**config.mk**
```make
export PLATFORM = sky130hd
export DESIGN_NAME = truth_table_scanner
export DESIGN_NICKNAME = d
export VERILOG_FILES = /design/src/rtl/truth_table_scanner.sv
export SDC_FILE = /design/constraint.sdc
export NUM_CORES = 1
export LEC_CHECK = 0
export BUFFER_PORTS_ARGS = -buffer_cell sky130_fd_sc_hd__buf_2
export CAP_MARGIN = 20
export CORE_UTILIZATION = 25
export CTS_CLUSTER_DIAMETER = 60
export CTS_CLUSTER_SIZE = 25
export DETAILED_ROUTE_END_ITERATION = 6
export SYNTH_ARGS = -nofsm -noshare
export SYNTH_HDL_FRONTEND = slang
export SYNTH_SLANG_ARGS = --single-unit
```
**constraint.sdc**
```tcl
create_clock -name clk -period 2.3 [get_ports clk]
set_input_delay 0.115 -clock clk [delete_from_list [all_inputs] [get_ports clk]]
set_output_delay 0.115 -clock clk [all_outputs]
set_load 0.01 [all_outputs]
```
**src/rtl/truth_table_scanner.sv**
```systemverilog
// Truth-table scanner: walks A,B,C,D through 0..15, samples F1/F2 after a settle time,
// and packs the results into two 16-bit tables. Optional compare logic: SCAN_COMPARE_EN.
module truth_table_scanner #(
    parameter int SETTLE_CYCLES = 1
) (
    input  logic        clk,
    input  logic        rst_n,
    input  logic        start,
    output logic        A,
    output logic        B,
    output logic        C,
    output logic        D,
    input  logic        F1,
    input  logic        F2,
    output logic        busy,
    output logic        done,
    output logic [15:0] f1_table,
    output logic [15:0] f2_table
`ifdef SCAN_COMPARE_EN
    ,
    input  logic [15:0] exp_f1,
    input  logic [15:0] exp_f2,
    output logic        mismatch,
    output logic [3:0]  mism_idx
`endif
);

    typedef enum logic [1:0] {IDLE, SETTLE, SAMPLE, FINISH} state_t;

    localparam logic [3:0] SETTLE_INIT = 4'(SETTLE_CYCLES);

    state_t     state;
    logic [3:0] idx;
    logic [3:0] cnt;

`ifdef SCAN_COMPARE_EN
    // The last table bit is written on the same edge the comparison is taken,
    // so the comparison uses the tables with F1/F2 merged into bit 15.
    logic [15:0] f1_final;
    logic [15:0] f2_final;
    logic [15:0] diff;
    logic [3:0]  first_idx;

    always_comb begin
        f1_final     = f1_table;
        f2_final     = f2_table;
        f1_final[15] = F1;
        f2_final[15] = F2;
        diff         = (f1_final ^ exp_f1) | (f2_final ^ exp_f2);
        first_idx    = 4'd0;
        for (int i = 15; i >= 0; i--) begin
            if (diff[i]) first_idx = 4'(i);
        end
    end
`endif

    always_ff @(posedge clk or negedge rst_n) begin
        if (!rst_n) begin
            state    <= IDLE;
            idx      <= 4'd0;
            cnt      <= 4'd0;
            {A, B, C, D} <= 4'd0;
            busy     <= 1'b0;
            done     <= 1'b0;
            f1_table <= 16'd0;
            f2_table <= 16'd0;
`ifdef SCAN_COMPARE_EN
            mismatch <= 1'b0;
            mism_idx <= 4'd0;
`endif
        end else begin
            done <= 1'b0;
            case (state)
                IDLE: begin
                    {A, B, C, D} <= 4'd0;
                    if (start) begin
                        f1_table <= 16'd0;
                        f2_table <= 16'd0;
                        idx      <= 4'd0;
                        cnt      <= SETTLE_INIT;
                        busy     <= 1'b1;
                        state    <= SETTLE;
`ifdef SCAN_COMPARE_EN
                        mismatch <= 1'b0;
                        mism_idx <= 4'd0;
`endif
                    end
                end
                SETTLE: begin
                    {A, B, C, D} <= idx;
                    cnt <= cnt - 4'd1;
                    if (cnt == 4'd1) state <= SAMPLE;
                end
                SAMPLE: begin
                    f1_table[idx] <= F1;
                    f2_table[idx] <= F2;
                    if (idx == 4'd15) begin
                        {A, B, C, D} <= 4'd0;
                        done  <= 1'b1;
                        state <= FINISH;
`ifdef SCAN_COMPARE_EN
                        mismatch <= |diff;
                        mism_idx <= first_idx;
`endif
                    end else begin
                        idx   <= idx + 4'd1;
                        {A, B, C, D} <= idx + 4'd1;
                        cnt   <= SETTLE_INIT;
                        state <= SETTLE;
                    end
                end
                FINISH: begin
                    {A, B, C, D} <= 4'd0;
                    busy  <= 1'b0;
                    state <= IDLE;
                end
                default: state <= IDLE;
            endcase
        end
    end

endmodule

```
# Yosys cells after proc, flatten, opt, wreduce, memory -nomap -nowiden

Cells that the tools add are included.

Logic and storage cells: 63
Memory bits (writable): 0
Latch bits: 0
Register bits after elaboration: 48
Memories kept: 0
Output and inout bits: 38
Memory bits (read-only): 0
Input port bits: 5

Multipliers: 0
Equal/unequal tests: 8
Bitwise operators: 0
Magnitude comparators: 2
$add $sub $neg: 2
Mux-type cells: 29
Reductions and logical operators: 11
Div/mod/pow operators: 0
Shifts and indexed selects: 0

Operators by type and width:

| operator                                                               | number |
|---|---|
| 16-bit case mux with 2 select lines                                    | 2 |
| 16-bit bitwise mux                                                     | 2 |
| 16-bit 2-to-1 mux                                                      | 1 |
| 4-bit 2-to-1 mux                                                       | 4 |
| 1-bit case mux with 3 select lines                                     | 4 |
| 4-bit case mux with 3 select lines                                     | 1 |
| 1-bit 2-to-1 mux                                                       | 8 |
| 2-bit case mux with 4 select lines                                     | 1 |
| 4-bit case mux with 2 select lines                                     | 1 |
| 2-bit 2-to-1 mux                                                       | 3 |
| 2-bit inequality test (second input constant)                          | 3 |
| 2-bit AND reduction                                                    | 3 |
| 3-bit AND reduction                                                    | 2 |
| 4-bit by 5-bit < comparator with 1-bit output (second input constant)  | 1 |
| 4-bit by 1-bit adder with 4-bit output (second input constant)         | 1 |
| 1-bit demux with 4-bit select                                          | 1 |
| 2-bit == test (second input constant)                                  | 2 |
| 4-bit by 1-bit == test with 1-bit output (second input constant)       | 1 |
| 4-bit == test (second input constant)                                  | 1 |
| 4-bit by 1-bit >= comparator with 1-bit output (second input constant) | 1 |
| 2-bit nonzero test                                                     | 2 |
| 4-bit by 1-bit subtractor with 4-bit output (second input constant)    | 1 |
| 3-bit nonzero test                                                     | 1 |
| 2-bit by 1-bit == test with 1-bit output (second input constant)       | 1 |
| 4 further kinds                                                        | 4 |

# Longest topological paths before layout

Word-level depth: 6
Depth in mapped cells: 5
Mapped depth without buffers: 5

# Worst setup path before layout

Ideal clock, no wire load.

Path type: register -> register
From: register idx[0]
To: register idx[3]
Cell stages (with the launch flop): 5
Slack: 0.840 ns
Setup time: 0.143 ns
Path buffers: 0
Data arrival time: 1.317 ns
Clock period less this slack: 1.460 ns
Cells stage by stage: dfrtp_1 > ha_1 > and4_2 > nor3_1 > a31oi_1

Cells in the longest elaborated chain, start to end: 3
Elaborated cells on any way between the ends: 6

RTL lines:

| item                                                                             | line    | source |
|---|---|---|
| from (decl)                                                                      | 33      | `logic [3:0] idx;` |
| from (signal assigned)                                                           | 106     | `idx <= idx + 4'd1;` |
| 4-bit by 1-bit adder with 4-bit output / 4-bit == test (equally long branches)   | 106, 97 |  |
| 4-bit 2-to-1 mux / 2-bit inequality test (equally long branches)                 | -       |  |
| 4-bit case mux with 2 select lines / 3-bit AND reduction (equally long branches) | -       |  |

Several ways; a longest one is shown, not always the timed one. The select of a mux whose other input is x is not followed.
A chain may end at the register's enable or synchronous reset.

# Worst setup path in the final report

Ends and elaborated chain as after synthesis.

==> flow_summary_export.csv <==
group,metric,value,unit
outcome,status,"finished, final reports clean",
routing,vias,1608,
timing,post-route-period-util,0.7394,
worst_setup_path,startpoint,"idx[0]",
die,die_x,97.52,um
min_path,whs_endpoint,"busy",
logic_synthesis,synthTopCellsByCount,"dfrtp_1 (48), nand2_1 (37), mux2i_1 (34)",
timing,max_freq,588.0,MHz
global_routing,antenna_found_initial,0,
routing,drt_iter0_markers,74,
logic_synthesis,yosysMostFrequentCell,"dfrtp_1",
routing,route.final.wire_length,4776,um
cells_and_area,diodes,0,
routing,postRouteAntennaNets,0,
logic_synthesis,yosys-top-cells-area,"dfrtp_1 (53%), mux2i_1 (15%), nand2_1 (6.1%), ha_1 (3.3%), buf_6 (2.5%)",
clocking,numCtsBuffers,5,
cells_and_area,fin_util,0.3073,
logic_synthesis,synth_top_area_frac,0.5266,
timing,rsz0062_at_grt,"no",
die,start_util,0.2603,
placement,io_buffers,42,
power,ir_drop,290.6,uV
die,core,8763,um2
die,io_pins,43,
die,dieArea,9510,um2
routing,wire_per_inst,13.34,um
cells_and_area,fin_nets,260,
logic_synthesis,ys_seq_area_frac,0.5266,
power,leakage,1.321,nW
routing,remaining_drc_errors,0,
placement,dp_hpwl,3417,um
timing,maxSlewHeadroom,0.5964,
logic_synthesis,synthFlopType,"dfrtp_1",
clocking,cts_max_level,2,
worst_setup_path,cp.required,2.45,ns
logic_synthesis,synth_cell_type_count,38,
worst_setup_path,worst-path-max-fanout,7,
worst_setup_path,critPathArrivalTime,1.85,ns
global_routing,grt_pass1_wl,7983,um
logic_synthesis,syn_nets,216,
logic_synthesis,async_flop_share,1.000,
logic_synthesis,netlist_instances,205,
timing,setup_tns,0,ns
global_routing,grt_usage,0.1042,
die,die_h,97.52,um
global_routing,grt_overflow_total,0,
clocking,cts_sinks,48,
cells_and_area,drive_above_1_share,0.2480,
timing,fin_worst_skew,0.01156,ns
placement,gp_congestion,0.7668,
worst_setup_path,cp-start-kind,"register",
global_routing,grt_pass1_vias,1575,
die,num_rows,34,
clocking,post_cts_resized,0,
min_path,hold_path_depth,3,
logic_synthesis,synth_top_area_cell,"dfrtp_1",
worst_setup_path,ff2ff_path_depth,4,
min_path,hold_path_class,"input pin to register",
worst_setup_path,crit_type,"register to register",
clocking,cts_root_buf,"clkbuf_8",
timing,worst_pin_slew,0.6053,ns
logic_synthesis,netlist_area,2281,um2
cells_and_area,fill_cells,922,
clocking,clock_path_buffers,2,
timing,finalSetupViolations,0,
power,powerDensity,942.7,nW/um2
worst_setup_path,r2r-end,"idx[3]",
timing,hold_violations,0,
logic_synthesis,synth_edf_count,0,
worst_setup_path,rrSetupSlack,0.60,ns
clocking,path_clk_slew,0.09,ns
logic_synthesis,avgSynthCellArea,11.13,um2
routing,drtPass1Iterations,4,
routing,via_per_inst,4.492,
logic_synthesis,synth_warnings,0,
clocking,cts_tree,"yes",
timing,fin_crit,1.701,ns
job,maxCapViolations,0,
min_path,min-delay-start,"start",
worst_setup_path,r2r-start,"idx[0]",
clocking,clock_latency,0.29,ns
cells_and_area,syn_to_final_growth,18.05,%
timing,slew_viol_final,0,
global_routing,grt_max_degree,49,
logic_synthesis,synth_seq_cells,48,
worst_setup_path,end_kind,"register",
## through the flow
stage | total power [W] | cell area [um2] | worst slack [ns] | hold slack, ns | cells
finish | 0.002538 | 2693 | 0.5994 | 0.1657 | 358
global route | 0.002725 | 2693 | 0.5107 | 0.1820 | 358
CTS | 0.002578 | 2693 | 0.5972 | 0.1575 | 358
detailed placement | 0.001974 | 2575 | 0.6253 | 0.2595 | 349
global placement | 0.001971 | 2575 | 0.6365 | 0.2619 | 349
floorplan | 0.001773 | 2281 | 0.8403 | -0.1806 | 205
## final cells by class
type	count	area [um2]	area share
sequential	48	1201	0.4461
multi-input combinational	139	968.4	0.3597
timing repair buffer	47	250.2	0.09294
tap	108	135.1	0.05019
clock buffer	6	72.57	0.02695
clock inverter	2	35.03	0.01301
inverter	8	30.03	0.01115
## power breakdown
part / internal (W) / total, W / leakage, nW / switching [W]
sequential: 0.000990 / 0.00114 / 0.651 / 0.000152
clock: 0.000323 / 0.000591 / 0.0552 / 0.000268
combinational: 0.000329 / 0.000806 / 0.615 / 0.000478
total: 0.00164 / 0.00254 / 1.32 / 0.000897
## critical path, stage by stage, from the launching register on
cell	delay, ns
dfrtp_1	0.47
ha_1	0.30
and4_2	0.27
nor3_1	0.39
a31oi_1	0.14
## cell families (layout without fill, tap and decap cells)
group,count (synthesis),after routing,share of synthesized area
and+or+nand+nor,77,77,0.1739
adders and majority gates,6,6,0.03291
buffers and inverters,18,63,0.04882
AOI/OAI and AO/OA,21,21,0.06364
DFF,48,48,0.5266
muxes,35,35,0.1541
## cell usage in the layout (no fill, tap or decap), types with 2 or more instances in the layout
master      n
nor3b_1     4
nand2_1    37
buf_2      42
clkbuf_8    5
nor3_1      2
ha_1        6
nand3_1     3
o21ai_0     2
dfrtp_1    48
o2bb2ai_1   4
mux2i_1    34
nor2_1     11
nand3b_1    5
a31oi_1     2
nor3_2      2
a21oi_1     6
buf_4       4
inv_1       8
nand2b_1    3
## flip-flops by register name, indices dropped and copies added, names as in the netlist, 2 cells and up
name	cells
cnt	4
idx	4
f2_table	16
state	2
f1_table	16
## repair_timing
item,in CTS,in global routing
hold buffers,1,0
endpoints found under the hold margin,48,0
buffers inserted,0,0
## how the worst max path moves through the flow
stage | endpoint | depth (start not counted)
finish | idx[3] | 4
CTS | idx[3] | 4
floorplan | idx[3] | 4
detailed placement | idx[3] | 4
global route | idx[1] | 4
global placement | idx[3] | 4
## per-layer routing
layer / track usage / share of wire
met3: 0.02302 / 0.031
met4: 0.02376 / 0.0080
met2: 0.1737 / 0.49
met1: 0.1377 / 0.47
met5: 0 / 0
Note: power is estimated with default switching activity, not from simulation.
